## src/rtl/core_gated_pulse_gen.sv

```systemverilog
// core_gated_pulse_gen
//   Emits exactly N single-cycle pulses spread evenly over a gate of G clock
//   cycles, using a Bresenham accumulator for spacing. N is clamped to G.
// Ports:
//   clk         system clock, posedge
//   rst_n       asynchronous active-low reset
//   start_i     1-cycle request, sampled only when idle
//   abort_i     synchronous abort of a running gate
//   cnt_in_i    requested pulse count N
//   gate_len_i  gate length G in clk cycles
//   out_o       registered pulse output, 1 cycle high per pulse
//   busy_o      high while the gate runs
//   done_o      1-cycle strobe at normal gate end
//   emitted_o   pulses emitted in the current/last gate
module core_gated_pulse_gen #(
    parameter int unsigned W_CTR  = 8,
    parameter int unsigned W_GATE = 16
) (
    input  logic              clk,
    input  logic              rst_n,
    input  logic              start_i,
    input  logic              abort_i,
    input  logic [W_CTR-1:0]  cnt_in_i,
    input  logic [W_GATE-1:0] gate_len_i,
    output logic              out_o,
    output logic              busy_o,
    output logic              done_o,
    output logic [W_CTR-1:0]  emitted_o
);

    localparam int unsigned W_MAX = (W_CTR > W_GATE) ? W_CTR : W_GATE;
    // One extra bit: acc < G and N <= G, so acc + N < 2*G always fits.
    localparam int unsigned W_ACC = W_MAX + 1;

    typedef enum logic [1:0] {
        S_IDLE = 2'd0,
        S_RUN  = 2'd1,
        S_FIN  = 2'd2
    } state_e;

    state_e              state_q, state_d;
    logic [W_CTR-1:0]    n_q, n_d;
    logic [W_GATE-1:0]   g_q, g_d;
    logic [W_ACC-1:0]    acc_q, acc_d;
    logic [W_GATE-1:0]   step_q, step_d;
    logic                out_q, out_d;
    logic                busy_q, busy_d;
    logic                done_q, done_d;
    logic [W_CTR-1:0]    emitted_q, emitted_d;

    logic [W_CTR-1:0]    n_start;
    logic [W_ACC-1:0]    acc_sum;
    logic [W_ACC-1:0]    first_sum;

    // Clamped request count, evaluated against the live inputs at start.
    always_comb begin
        if (W_MAX'(cnt_in_i) > W_MAX'(gate_len_i)) begin
            n_start = W_CTR'(gate_len_i);
        end else begin
            n_start = cnt_in_i;
        end
    end

    assign acc_sum   = acc_q + W_ACC'(n_q);
    assign first_sum = W_ACC'(n_start);

    // Next-state and output logic. Step 1 is evaluated on the accepting
    // edge so its pulse appears in the first busy cycle.
    always_comb begin
        state_d   = state_q;
        n_d       = n_q;
        g_d       = g_q;
        acc_d     = acc_q;
        step_d    = step_q;
        out_d     = 1'b0;
        busy_d    = busy_q;
        done_d    = 1'b0;
        emitted_d = emitted_q;

        case (state_q)
            S_IDLE: begin
                if (start_i) begin
                    n_d       = n_start;
                    g_d       = gate_len_i;
                    acc_d     = '0;
                    step_d    = '0;
                    emitted_d = '0;
                    if (gate_len_i == '0) begin
                        state_d = S_FIN;
                        done_d  = 1'b1;
                        busy_d  = 1'b0;
                    end else begin
                        state_d = S_RUN;
                        busy_d  = 1'b1;
                        step_d  = W_GATE'(1);
                        if (first_sum >= W_ACC'(gate_len_i)) begin
                            acc_d     = first_sum - W_ACC'(gate_len_i);
                            out_d     = 1'b1;
                            emitted_d = W_CTR'(1);
                        end else begin
                            acc_d = first_sum;
                        end
                    end
                end
            end

            S_RUN: begin
                if (abort_i) begin
                    state_d = S_IDLE;
                    busy_d  = 1'b0;
                end else if (step_q == g_q) begin
                    state_d = S_FIN;
                    busy_d  = 1'b0;
                    done_d  = 1'b1;
                end else begin
                    step_d = step_q + W_GATE'(1);
                    if (acc_sum >= W_ACC'(g_q)) begin
                        acc_d     = acc_sum - W_ACC'(g_q);
                        out_d     = 1'b1;
                        emitted_d = emitted_q + W_CTR'(1);
                    end else begin
                        acc_d = acc_sum;
                    end
                end
            end

            S_FIN: begin
                state_d = S_IDLE;
            end

            default: begin
                state_d = S_IDLE;
                busy_d  = 1'b0;
            end
        endcase
    end

    // State and output registers.
    always_ff @(posedge clk or negedge rst_n) begin
        if (!rst_n) begin
            state_q   <= S_IDLE;
            n_q       <= '0;
            g_q       <= '0;
            acc_q     <= '0;
            step_q    <= '0;
            out_q     <= 1'b0;
            busy_q    <= 1'b0;
            done_q    <= 1'b0;
            emitted_q <= '0;
        end else begin
            state_q   <= state_d;
            n_q       <= n_d;
            g_q       <= g_d;
            acc_q     <= acc_d;
            step_q    <= step_d;
            out_q     <= out_d;
            busy_q    <= busy_d;
            done_q    <= done_d;
            emitted_q <= emitted_d;
        end
    end

    assign out_o     = out_q;
    assign busy_o    = busy_q;
    assign done_o    = done_q;
    assign emitted_o = emitted_q;

endmodule

```

## config.mk

```make
export PLATFORM = sky130hd
export DESIGN_NAME = core_gated_pulse_gen
export DESIGN_NICKNAME = d
export VERILOG_FILES = /design/src/rtl/core_gated_pulse_gen.sv
export SDC_FILE = /design/constraint.sdc
export NUM_CORES = 1
export LEC_CHECK = 0
export BUFFER_PORTS_ARGS = -buffer_cell sky130_fd_sc_hd__clkbuf_2
export CAP_MARGIN = 5
export CORE_ASPECT_RATIO = 0.9
export CORE_MARGIN = 3
export CORE_UTILIZATION = 60
export DETAILED_ROUTE_END_ITERATION = 6
export GPL_ROUTABILITY_DRIVEN = 0
export PLACE_DENSITY = 0.79
export RECOVER_POWER = 50
export SLEW_MARGIN = 20
export SYNTH_ARGS = -nofsm -noshare
export SYNTH_HDL_FRONTEND = slang
export SYNTH_SLANG_ARGS = --single-unit
```

## constraint.sdc

```tcl
create_clock -name clk -period 4.39 [get_ports clk]
set_input_delay 0.2195 -clock clk [delete_from_list [all_inputs] [get_ports clk]]
set_output_delay 0.2195 -clock clk [all_outputs]
set_load 0.02 [all_outputs]
```

==> impl_metrics.tcl <==
set metrics [dict create \
    grt_use_total 0.278 \
    dieWidth_um 107 \
    r2r-end "acc_q[12]" \
    setup_tns_ns 0 \
    vias_per_cell 6.07 \
    die_h_um 96.5 \
    antenna_found_initial 0 \
    maxSlewHeadroom -1.47 \
    cp-endpoint "acc_q[12]" \
    power_density_mw_per_mm2 711 \
    drc 0 \
    grt_pass1_wl_um 22500 \
    netlist.area_leader.share 0.321 \
    ys_seq_area_frac 0.321 \
    grt_pass1_vias 4633 \
    hp-class "in2reg" \
    dp_hpwl_um 10300 \
    finClkSkew_ns 0.0154 \
    async_reset_ff_frac 1.00 \
    slowest_stage "or4b_1" \
    core_area_mm2 0.00873 \
    grt_max_degree 71 \
    final.period_utilization 0.960 \
    p_leak_nw 2.85 \
    critPathCaptureType "flop" \
    drtAntennaViolNets 0 \
    vias 4865 \
    status "finished, violations left" \
    synth-main-ff-cell "dfrtp_1" \
    required_ns 4.68 \
    crit_path_cell_trace "ha_1, nand4_1, o211ai_1, nor2b_1, nor2_2, nor2b_1, nor2_1, ha_1, nand4_1, nor2_1, o21ai_0, o21ai_2, a21oi_4, buf_4, or4b_1, a31oi_1" \
    pin_count 39 \
    ys_warn_count 0 \
    setup_violations 0 \
    drive_gt1_frac 0.148 \
    syn-mean-instance-area_um2 8.71 \
    r2r_start "acc_q[4]" \
    tritoncts "done" \
    min_period_ns 4.22 \
    firstDrtPassIters 5 \
    critPathLaunchType "flop" \
    die-area_mm2 0.0103 \
    synth_cells 627 \
    cts.clk_slew.worst_paths_ns 0.09 \
    synth_area_leaders "dfrtp_1 32%, ha_1 9.6%, xor2_1 5.5%" \
    yosysUniqueCellTypes 67 \
    rsz0062_at_grt "yes" \
    path_class "reg2reg" \
    nets 751 \
    maxSlewViolCount 71 \
    insertion_delay_ns 0.37 \
    failed_checks "capacitance limit, slew limit" \
    drv_cap 1 \
    routedWlPerCell_um 17.4 \
    fmax_mhz 237 \
    reg2reg_depth 16 \
    register_area_mm2 0.00175 \
    cts_root_buffer "clkbuf_8" \
    worstPathArrival_ns 4.50 \
    r2r_slack_ns 0.17 \
    row_count 32 \
    p_total_mw 4.32 \
    postCtsHoldBufs 0 \
    final-hold-violation-count 0 \
    startpoint "acc_q[4]" \
    cts_buffers 9 \
    start_util 0.626 \
    ys_seq_elements 70 \
    syn_to_final_growth_pct 11.2 \
    peakVddDrop_v 0.000431 \
    syn_area_mm2 0.00546 \
    critical_path_peak_fanout 12 \
    synth_top_cell_by_area "dfrtp_1" \
    synth_edf_count 0 \
    multiInputGateArea_mm2 0.00352 \
    synth_nets 700 \
    cts_buffer_depth 2 \
    worst_path_largest_cell_delay_ns 0.52 \
    cts_sinks 70 \
    worst_pin_slew_ns 3.71 \
    dr.first_iter.drc_count 265 \
    hold_path.startpoint "gate_len_i[12]" \
    diodes 0 \
    gr-total-overflow 0 \
    port_buffers 38 \
    routed_wl_um 13900 \
    fillers 741 \
    cts_max_level 3 \
]
## routing by layer
| metal | wire length (um) | track usage |
|---|---|---|
| met1 | 6110 | 0.362 |
| met2 | 6550 | 0.458 |
| met3 | 843 | 0.0631 |
| met4 | 417 | 0.103 |
| met5 | 0 | 0 |
## layout by cell type, fill, tap and decap left out, types with 3 or more instances in the layout
master	n
dfrtp_1	70
nand2_1	67
nor2_1	51
o21ai_0	46
ha_1	42
inv_1	39
xor2_1	34
clkbuf_2	33
a21oi_1	32
xnor2_1	24
nand3_1	19
nand4_1	17
buf_4	15
nor2b_1	13
mux2i_1	12
mux2_2	11
a21o_1	10
nor3_1	10
clkbuf_8	10
and3_1	9
nor4_1	8
o21a_1	7
or3_1	7
o21bai_1	6
a31oi_1	6
nand2b_1	6
a22oi_1	5
clkbuf_1	5
a211oi_1	4
a221o_1	4
o21ai_1	4
o211ai_1	3
fa_1	3
## timing repair
action / CTS / global route
gates resized for setup: 0 / 4
setup buffers: 0 / 7
endpoints found under the setup margin: 0 / 16
## final cells by class
cell class	count	share of cell area
multi-input cells	504	0.579
flip-flops and latches	70	0.288
clock buffers	10	0.0227
repair buffers	54	0.0496
inverters	39	0.0241
clock inverters	6	0.0113
well taps	119	0.0245
## worst min path at each step
stage	slack (ns)	cells after the start	end
detailed placement	0.45	3	g_q[12]
floorplan	-0.08	0	acc_q[0]
global placement	0.44	3	g_q[14]
global route	0.09	3	g_q[14]
CTS	0.06	3	g_q[12]
finish	0.07	3	g_q[12]
## Yosys cell counts (3+ instances only)
cell type,instances
nand2b_1,6
o21bai_1,6
xor2_1,34
a21oi_1,32
a21o_1,10
mux2_2,11
inv_1,39
nor4_1,8
nand3_1,19
dfrtp_1,70
nor3_1,10
o21a_1,7
ha_1,42
a22oi_1,5
or3_1,7
o211ai_1,3
a31oi_1,6
a211oi_1,4
and3_1,9
o21ai_0,46
nor2_1,52
xnor2_1,24
clkbuf_1,9
o21ai_1,4
fa_1,3
a221o_1,4
nand4_1,17
mux2i_1,12
nor2b_1,14
nand2_1,67
## flip-flops by register name (all words and copies together) (netlist names)
register   count
n_q            8
out_o          1
emitted_o      8
state_q        2
done_o         1
step_q        16
busy_o         1
g_q           16
acc_q         17
## critical path: cells and delay by family, from the launching register on
kind                       cells  cell delay (ns)
and+or+nand+nor                8             1.65
buffers and inverters          1             0.19
AOI/OAI and AO/OA              5             1.10
DFF                            1             0.40
adders and majority gates      2             0.78
## power breakdown
group | internal (mW) | total [mW] | leakage (nW) | switching [mW]
Sequential | 0.799 | 0.957 | 0.893 | 0.158
Clock | 0.281 | 0.548 | 0.103 | 0.268
Combinational | 1.21 | 2.81 | 1.85 | 1.60
## per-stage QoR
stage	utilization	instances	hold slack (ns)	instance area, um^2	setup slack, ns
6_report	0.696	802	0.0714	6070	0.174
5_1_grt	0.696	802	0.0899	6070	-0.0823
4_1_cts	0.688	794	0.0635	6000	0.132
3_5_place_dp	0.664	778	0.448	5790	0.166
3_3_place_gp	0.664	778	0.445	5790	0.319
2_1_floorplan	-	627	-0.0761	5460	0.765
## cell families after synthesis
kind of cell / count (synthesis) / synth area share
AOI/OAI and AO/OA: 151 / 0.186
xor gates and xnor gates: 58 / 0.0930
adders and majority gates: 45 / 0.107
buffers and inverters: 54 / 0.0403
DFF: 70 / 0.321
muxes: 24 / 0.0472
and+or+nand+nor: 225 / 0.206
Power figures use the tool's default switching activity.
